===== src/rtl/text_render.sv =====
// Character-cell text renderer: raster position -> text RAM -> font ROM -> RGB pixel.
// Three-stage pipeline (address, RAM/font lookup, pixel) with inverse video and blinking cursor.
module text_render #(
    parameter int unsigned COLS         = 80,
    parameter int unsigned ROWS         = 60,
    parameter int unsigned ADDR_W       = 13,
    parameter int unsigned BLINK_FRAMES = 30,
    parameter logic [11:0] FG           = 12'hFFF,
    parameter logic [11:0] BG           = 12'h000
) (
    input  logic              clk_i,
    input  logic              rst_i,
    input  logic              de_i,
    input  logic [9:0]        hcount_i,
    input  logic [9:0]        vcount_i,
    input  logic              frame_start_i,
    input  logic              cursor_en_i,
    input  logic [6:0]        cursor_col_i,
    input  logic [5:0]        cursor_row_i,
    output logic [ADDR_W-1:0] ram_addr_o,
    input  logic [7:0]        ram_data_i,
    output logic [7:0]        font_ascii_o,
    output logic [3:0]        font_line_o,
    input  logic [7:0]        font_row_i,
    output logic [11:0]       rgb_o,
    output logic              de_out_o
);

    localparam logic [10:0] HPix = 11'(COLS * 8);
    localparam logic [10:0] VPix = 11'(ROWS * 8);
    localparam int unsigned BlinkW = (BLINK_FRAMES > 1) ? $clog2(BLINK_FRAMES) : 1;
    localparam logic [BlinkW-1:0] BlinkLast = BlinkW'(BLINK_FRAMES - 1);

    // Stage 0 state
    logic [ADDR_W-1:0] ram_addr_q, ram_addr_d;
    logic              v0_q, v0_d;
    logic [2:0]        x0_q, x0_d;
    logic [2:0]        y0_q, y0_d;
    logic              cur0_q, cur0_d;

    // Stage 1 state
    logic [3:0]        font_line_q, font_line_d;
    logic              v1_q, v1_d;
    logic [2:0]        x1_q, x1_d;
    logic              cur1_q, cur1_d;

    // Stage 2 state
    logic [11:0]       rgb_q, rgb_d;
    logic              de_out_q, de_out_d;

    // Cursor blink state
    logic [BlinkW-1:0] blink_cnt_q, blink_cnt_d;
    logic              blink_on_q, blink_on_d;

    logic              in_range;
    logic [6:0]        cell_col;
    logic [6:0]        cell_row;
    logic [ADDR_W-1:0] cell_addr;
    logic              cur_hit;
    logic              glyph_bit;
    logic              pix;

    always_comb begin
        cell_col  = hcount_i[9:3];
        cell_row  = vcount_i[9:3];
        in_range  = de_i && ({1'b0, hcount_i} < HPix) && ({1'b0, vcount_i} < VPix);
        cell_addr = ADDR_W'(cell_row) * ADDR_W'(COLS) + ADDR_W'(cell_col);
        // In-range cells are always < COLS/ROWS, so an off-screen cursor can never match.
        cur_hit   = in_range && cursor_en_i && blink_on_q &&
                    (cell_col == cursor_col_i) && (cell_row == {1'b0, cursor_row_i}) &&
                    (vcount_i[2:0] >= 3'd6);
    end

    always_comb begin
        ram_addr_d = in_range ? cell_addr : ram_addr_q;
        v0_d       = in_range;
        x0_d       = hcount_i[2:0];
        y0_d       = vcount_i[2:0];
        cur0_d     = cur_hit;
    end

    always_comb begin
        font_line_d = {1'b0, y0_q};
        v1_d        = v0_q;
        x1_d        = x0_q;
        cur1_d      = cur0_q;
    end

    always_comb begin
        glyph_bit = font_row_i[3'd7 - x1_q];
        pix       = (glyph_bit ^ ram_data_i[7]) | cur1_q;
        rgb_d     = v1_q ? (pix ? FG : BG) : 12'h000;
        de_out_d  = v1_q;
    end

    always_comb begin
        blink_cnt_d = blink_cnt_q;
        blink_on_d  = blink_on_q;
        if (frame_start_i) begin
            if (blink_cnt_q == BlinkLast) begin
                blink_cnt_d = '0;
                blink_on_d  = ~blink_on_q;
            end else begin
                blink_cnt_d = blink_cnt_q + 1'b1;
            end
        end
    end

    always_ff @(posedge clk_i) begin
        if (rst_i) begin
            ram_addr_q  <= '0;
            v0_q        <= 1'b0;
            x0_q        <= '0;
            y0_q        <= '0;
            cur0_q      <= 1'b0;
            font_line_q <= '0;
            v1_q        <= 1'b0;
            x1_q        <= '0;
            cur1_q      <= 1'b0;
            rgb_q       <= '0;
            de_out_q    <= 1'b0;
            blink_cnt_q <= '0;
            blink_on_q  <= 1'b1;
        end else begin
            ram_addr_q  <= ram_addr_d;
            v0_q        <= v0_d;
            x0_q        <= x0_d;
            y0_q        <= y0_d;
            cur0_q      <= cur0_d;
            font_line_q <= font_line_d;
            v1_q        <= v1_d;
            x1_q        <= x1_d;
            cur1_q      <= cur1_d;
            rgb_q       <= rgb_d;
            de_out_q    <= de_out_d;
            blink_cnt_q <= blink_cnt_d;
            blink_on_q  <= blink_on_d;
        end
    end

    // The font ROM holds 128 glyphs; the inverse flag never reaches it.
    assign font_ascii_o = {1'b0, ram_data_i[6:0]};
    assign font_line_o  = font_line_q;
    assign ram_addr_o   = ram_addr_q;
    assign rgb_o        = rgb_q;
    assign de_out_o     = de_out_q;

endmodule


===== config.mk =====
export PLATFORM = sky130hd
export DESIGN_NAME = text_render
export DESIGN_NICKNAME = d
export VERILOG_FILES = /design/src/rtl/text_render.sv
export SDC_FILE = /design/constraint.sdc
export NUM_CORES = 1
export LEC_CHECK = 0
export CAP_MARGIN = 20
export CORE_MARGIN = 2
export CORE_UTILIZATION = 62
export DETAILED_ROUTE_END_ITERATION = 16
export DONT_BUFFER_PORTS = 1
export GPL_TIMING_DRIVEN = 0
export PLACE_DENSITY = 0.86
export SETUP_SLACK_MARGIN = 0.15
export SKIP_CTS_REPAIR_TIMING = 1
export SYNTH_ARGS = -nofsm -noshare
export SYNTH_HDL_FRONTEND = slang
export SYNTH_SLANG_ARGS = --single-unit

===== constraint.sdc =====
create_clock -name clk_i -period 3.5 [get_ports clk_i]
set_clock_uncertainty 0.1 [all_clocks]
set_input_delay 0.35 -clock clk_i [delete_from_list [all_inputs] [get_ports clk_i]]
set_output_delay 0.35 -clock clk_i [all_outputs]
set_load 0.02 [all_outputs]

==> results of run 1 <==
[layout make-up]
type | count | area share [%]
Inverter | 2 | 0.343
Timing Repair Buffer | 1 | 0.458
Tap cell | 44 | 2.52
Clock inverter | 2 | 1.60
Buffer | 27 | 8.41
Clock buffer | 5 | 1.72
Multi-Input combinational cell | 147 | 51.1
Sequential cell | 37 | 33.9
[placed cells by master (no fill, tap or decap), types with 2 or more instances in the layout]
master / count
nand2_1: 20
clkbuf_4: 5
and3_1: 4
clkbuf_1: 6
nor2_1: 13
a21oi_1: 11
o21bai_1: 2
mux4_2: 2
xor2_1: 11
conb_1: 2
xnor2_1: 15
ha_1: 15
nand4_1: 6
nand3_1: 2
fa_1: 2
inv_1: 2
buf_4: 20
nor4_1: 3
a211oi_2: 2
a211oi_1: 4
nor2b_1: 16
o21ai_0: 3
dfxtp_1: 37
[critical path: stages]
cell and delay (ns):
ha_1 0.28, ha_1 0.24, fa_1 0.42, a211oi_1 0.41
o22ai_1 0.20, nor4b_4 0.26, nor4_1 0.08, a311o_1 0.31
[metrics by stage]
step	std cells	cell area [µm²]	hold WS, ns	setup slack (ns)
2_1_floorplan	213	2050	0.314	0.922
3_3_place_gp	257	2100	0.317	0.808
3_5_place_dp	257	2100	0.324	0.725
4_1_cts	264	2180	-0.0338	1.08
5_1_grt	265	2190	0.0148	1.01
6_report	265	2190	0.0341	1.07
[layer usage]
metal	GRT usage (%)	vias to the layer above	wire (µm)	part of all wire, %
li1	-	722	-	-
met1	24.8	686	1570	38
met2	38.3	83	1890	46
met3	10.7	11	505	12
met4	10.0	0	117	2.9
met5	0	-	0	0
[synthesized netlist by cell type]
| library cell | number | area share (%) |
|---|---|---|
| a211oi_1 | 4 | 1.5 |
| a211oi_2 | 2 | 1.2 |
| a21o_1 | 1 | 0.37 |
| a21o_2 | 1 | 0.43 |
| a21oi_1 | 11 | 2.7 |
| a311o_1 | 1 | 0.49 |
| a32oi_1 | 1 | 0.43 |
| and3_1 | 4 | 1.2 |
| and4b_1 | 1 | 0.49 |
| buf_4 | 20 | 7.3 |
| buf_6 | 1 | 0.55 |
| clkbuf_1 | 6 | 1.1 |
| conb_1 | 1 | 0.18 |
| dfxtp_1 | 37 | 36 |
| fa_1 | 2 | 2.0 |
| ha_1 | 15 | 9.2 |
| inv_1 | 2 | 0.37 |
| mux2i_1 | 1 | 0.49 |
| mux4_2 | 2 | 2.2 |
| nand2_1 | 20 | 3.7 |
| nand3_1 | 2 | 0.49 |
| nand4_1 | 6 | 1.8 |
| nand4b_4 | 1 | 1.2 |
| nor2_1 | 13 | 2.4 |
| nor2b_1 | 16 | 4.9 |
| nor4_1 | 3 | 0.92 |
| nor4_2 | 1 | 0.61 |
| nor4b_4 | 1 | 1.2 |
| o21a_1 | 1 | 0.37 |
| o21a_2 | 1 | 0.43 |
| o21ai_0 | 3 | 0.73 |
| o21ai_1 | 1 | 0.24 |
| o21ba_2 | 1 | 0.49 |
| o21bai_1 | 2 | 0.73 |
| o22ai_1 | 1 | 0.31 |
| xnor2_1 | 15 | 6.4 |
| xor2_1 | 11 | 4.7 |
[path summary, 6_finish.rpt]
kind	from	endpoint	slack, ns	depth (start not counted)
worst max-delay path	vcount_i[4]	ram_addr_o[12]	1.07	8
worst min-delay path	hcount_i[1]	x0_q[1]	0.03	1
worst max register to register	x1_q[0]	rgb_o[10]	1.97	4
worst min register to register	y0_q[0]	font_line_o[0]	0.35	1
[report_power, final]
group,switching (mW),leakage [nW],internal [mW]
clock,0.135,0.0410,0.145
sequential,0.0235,0.303,0.439
combinational,0.101,0.549,0.0877
[cells by family (layout without fill, tap and decap cells)]
group / Yosys count / after routing / share of synthesized area, %
AO/OA/AOI/OAI: 31 / 31 / 10.4
XOR/XNOR: 26 / 26 / 11.1
adder cells (fa/ha/maj): 17 / 17 / 11.1
buffers and inverters: 29 / 37 / 9.36
flip-flops: 37 / 37 / 36.2
multiplexers: 3 / 3 / 2.69
other: 1 / 2 / 0.183
AND/OR/NAND/NOR: 68 / 68 / 18.8
[flip-flops by register name, indices dropped and copies added (netlist names)]
register     count
x0_q             3
cur1_q           1
font_line_o      3
v0_q             1
de_out_d         1
de_out_o         1
x1_q             3
y0_q             3
rgb_o            1
cur0_q           1
blink_cnt_q      5
ram_addr_o      13
blink_on_q       1
==> impl_metrics.toml, run 1 <==
[clocking]
clk_latency_ns = 0.34
cts_buffer_depth = 2
clkTransAtPathRegs_ns = 0.11
cts_buffers = 5
root_buffer = "clkbuf_4"
h-tree-depth = 2
clock-sinks = 37
cts_tree = "built"

[global_route]
antenna_found_initial = 0
grt_pass1_wl_um = 6090
grt_usage_pct = 22.9
grt_pass1_vias = 1402
grt_start_max_net_pins = 13
overflow = 0

[routing]
routedWlPerCell_um = 15.4
vias_per_cell = 5.67
vias = 1502
drc = 0
firstDrtPassIters = 4
ant_nets = 0
wl_um = 4080
drt_iter0_markers = 51

[final_layout]
syn2layout_area_growth_pct = 6.92
fill_cells = 259
seqCellArea_um2 = 741
multiInputGateArea_um2 = 1120
antenna_cells = 0
fin_nets = 292
drive_above_1_share_pct = 17.2
utilization_pct = 70.4

[floorplan]
die_x_um = 61.4
io-pin-count = 92
coreArea_um2 = 3100
dieArea_um2 = 3770
start_util_pct = 65.9
num_rows = 20
die_h_um = 61.4

[sta]
tightest_slew_ns = 0.510
min_period_over_period_pct = 69.4
tns_ns = 0
maxSlewHeadroom_pct = 66.0
timing.fmax_ghz = 0.412
fin_crit_ns = 2.43
setup_viol = 0
grt_setup_unrepaired = "no"
hold_viol = 0
slew_viol_final = 0

[power]
p_leak_nw = 0.893
power_uw = 931
powerDensity_nw_per_um2 = 426
ir_drop_mv = 0.292

[placement]
io_buffer_count = 0
hpwl_um = 3250
gp_congestion = 0.791

[worst_setup_path]
arrival_ns = 2.57
worstPathRequired_ns = 3.64
path_class = "primary input to flop"
cp-start-kind = "primary input"
critPathMaxFanout = 4
end_kind = "flop"

[outcome]
status = "finished clean"

[hold_path]
hold_class = "primary input to flop"

[synth]
seq_area_frac_synth_pct = 36.2
ys_warn_count = 0
synth_area_per_cell_um2 = 9.64
syn_area_um2 = 2040
ys_seq_elements = 37
synthCells = 212
yosysUniqueCellTypes = 37

[job]
drv_cap = 0
Power figures use the tool's default switching activity.
==> run 2: changes to the inputs <==
clock period = 2.3 ns   (was 3.5 ns; I/O delays follow)
==> run 2 against run 1 <==
  * The flow now finishes with violations (negative hold slack)
  * Critical path depth unchanged
  * Total power increased by 60%
  * Clock power grew 68%
  * Highest routed layer unchanged
==> impl_metrics.toml, run 2 (synthesis gave the netlist of run 1 again) <==
[final_layout]
drive_above_1_share_pct = 18.9
syn2layout_area_growth_pct = 15.0
utilization_pct = 75.8
antenna_cells = 0
final_common_cell = "dfxtp_1"
fin_nets = 303
final_cell_mix = "dfxtp_1 (37), nand2_1 (20), buf_4 (20), nor2b_1 (16), xnor2_1 (14)"
largest_register_ffs = 13

[sta]
tightest_slew_ns = 0.513
timing.fmax_ghz = 0.518
fin_crit_ns = 1.93
maxSlewHeadroom_pct = 65.8
fin_ws_ns = 0.371
hold_viol = 1
grt_setup_unrepaired = "no"
tns_ns = 0
whs_ns = -0.00281
setup_viol = 0
slew_viol_final = 0
min_period_over_period_pct = 83.9

[power]
ir_drop_mv = 0.452
p_comb_share_pct = 21.3
p_sw_share_pct = 27.3
p_int_mw = 1.09
p_leak_nw = 0.946
powerDensity_nw_per_um2 = 635
switching_power_uw = 407
clock_power_share_pct = 31.6
power_mw = 1.49
p_seq_share_pct = 47.1

[placement]
place_ws_ns = 0.0271
io_buffer_count = 0
hpwl_um = 3210
gp_congestion = 0.843

[clocking]
clk_latency_ns = 0.34
cts_tree = "built"
cts_buffers = 5
clock-sinks = 37
root_buffer = "clkbuf_4"
cts_buffer_depth = 2
clkTransAtPathRegs_ns = 0.11
h-tree-depth = 2

[routing]
vias = 1494
vias_per_cell = 5.39
routedWlPerCell_um = 15.1
firstDrtPassIters = 4
drc = 0
drt_iter0_markers = 38
ant_nets = 0
wl_um = 4180

[floorplan]
start_util_pct = 65.9
die_h_um = 61.4
coreArea_um2 = 3100
dieArea_um2 = 3770
num_rows = 20
die_x_um = 61.4
io-pin-count = 92

[worst_setup_path]
path_class = "primary input to flop"
end_kind = "flop"
worstPathRequired_ns = 2.44
cp-start-kind = "primary input"
critPathMaxFanout = 4
arrival_ns = 2.07

[outcome]
violations = "negative hold slack"
status = "complete, but fails checks"

[hold_path]
hold_class = "primary input to flop"

[global_route]
grt_pass1_wl_um = 6050
antenna_found_initial = 0
grt_usage_pct = 22.2
grt_start_max_net_pins = 13
grt_pass1_vias = 1335
overflow = 0

[job]
drv_cap = 0
==> run 2: layout make-up <==
type | count | area [µm²]
multi-input cells | 147 | 1160
fillers | 233 | 752
flip-flops and latches | 37 | 741
plain buffers | 27 | 184
repair buffers | 12 | 120
clock buffers | 7 | 55.1
well taps | 44 | 55.1
clock inverters | 1 | 30.0
inverters | 2 | 7.51
==> run 2: power by group through the flow <==
| stage | clock (mW) | combinational [mW] | sequential, mW |
|---|---|---|---|
| after global routing | 0.490 | 0.350 | 0.707 |
| after CTS | 0.475 | 0.301 | 0.703 |
| after global placement | 0 | 0.292 | 0.717 |
| after floorplan | 0 | 0.255 | 0.713 |
| after detailed placement | 0 | 0.298 | 0.717 |
| final | 0.471 | 0.318 | 0.703 |
==> run 2: worst paths after layout <==
kind | start | to | slack (ns) | cells past startpoint
max | vcount_i[4] | ram_addr_o[12] | 0.37 | 8
min | vcount_i[4] | cur0_q | -0.003 | 3
max reg2reg | x1_q[0] | rgb_o[10] | 0.76 | 4
min reg2reg | x0_q[2] | x1_q[2] | 0.34 | 1
==> run 2: worst max-delay path, stage by stage <==
cell and delay (ns):
ha_4 0.22, ha_4 0.17, fa_2 0.40, xnor2_2 0.18
nand4b_4 0.21, nor4b_4 0.30, nor4_1 0.09, a311o_1 0.27
==> run 2: per-stage QoR <==
| step | hold WS, ns | std cells | cell area, µm² |
|---|---|---|---|
| 2_1_floorplan | 0.210 | 213 | 2090 |
| 3_3_place_gp | 0.213 | 257 | 2150 |
| 3_5_place_dp | 0.214 | 257 | 2150 |
| 4_1_cts | -0.163 | 265 | 2230 |
| 5_1_grt | 0.00896 | 277 | 2350 |
| 6_report | -0.00281 | 277 | 2350 |
==> run 2: layer usage <==
metal | GRT usage [%] | wire length (µm) | share of wire, %
met1 | 27.8 | 1750 | 42
met2 | 36.0 | 1950 | 47
met3 | 7.77 | 428 | 10
met4 | 7.29 | 50 | 1.2
met5 | 0 | 0 | 0
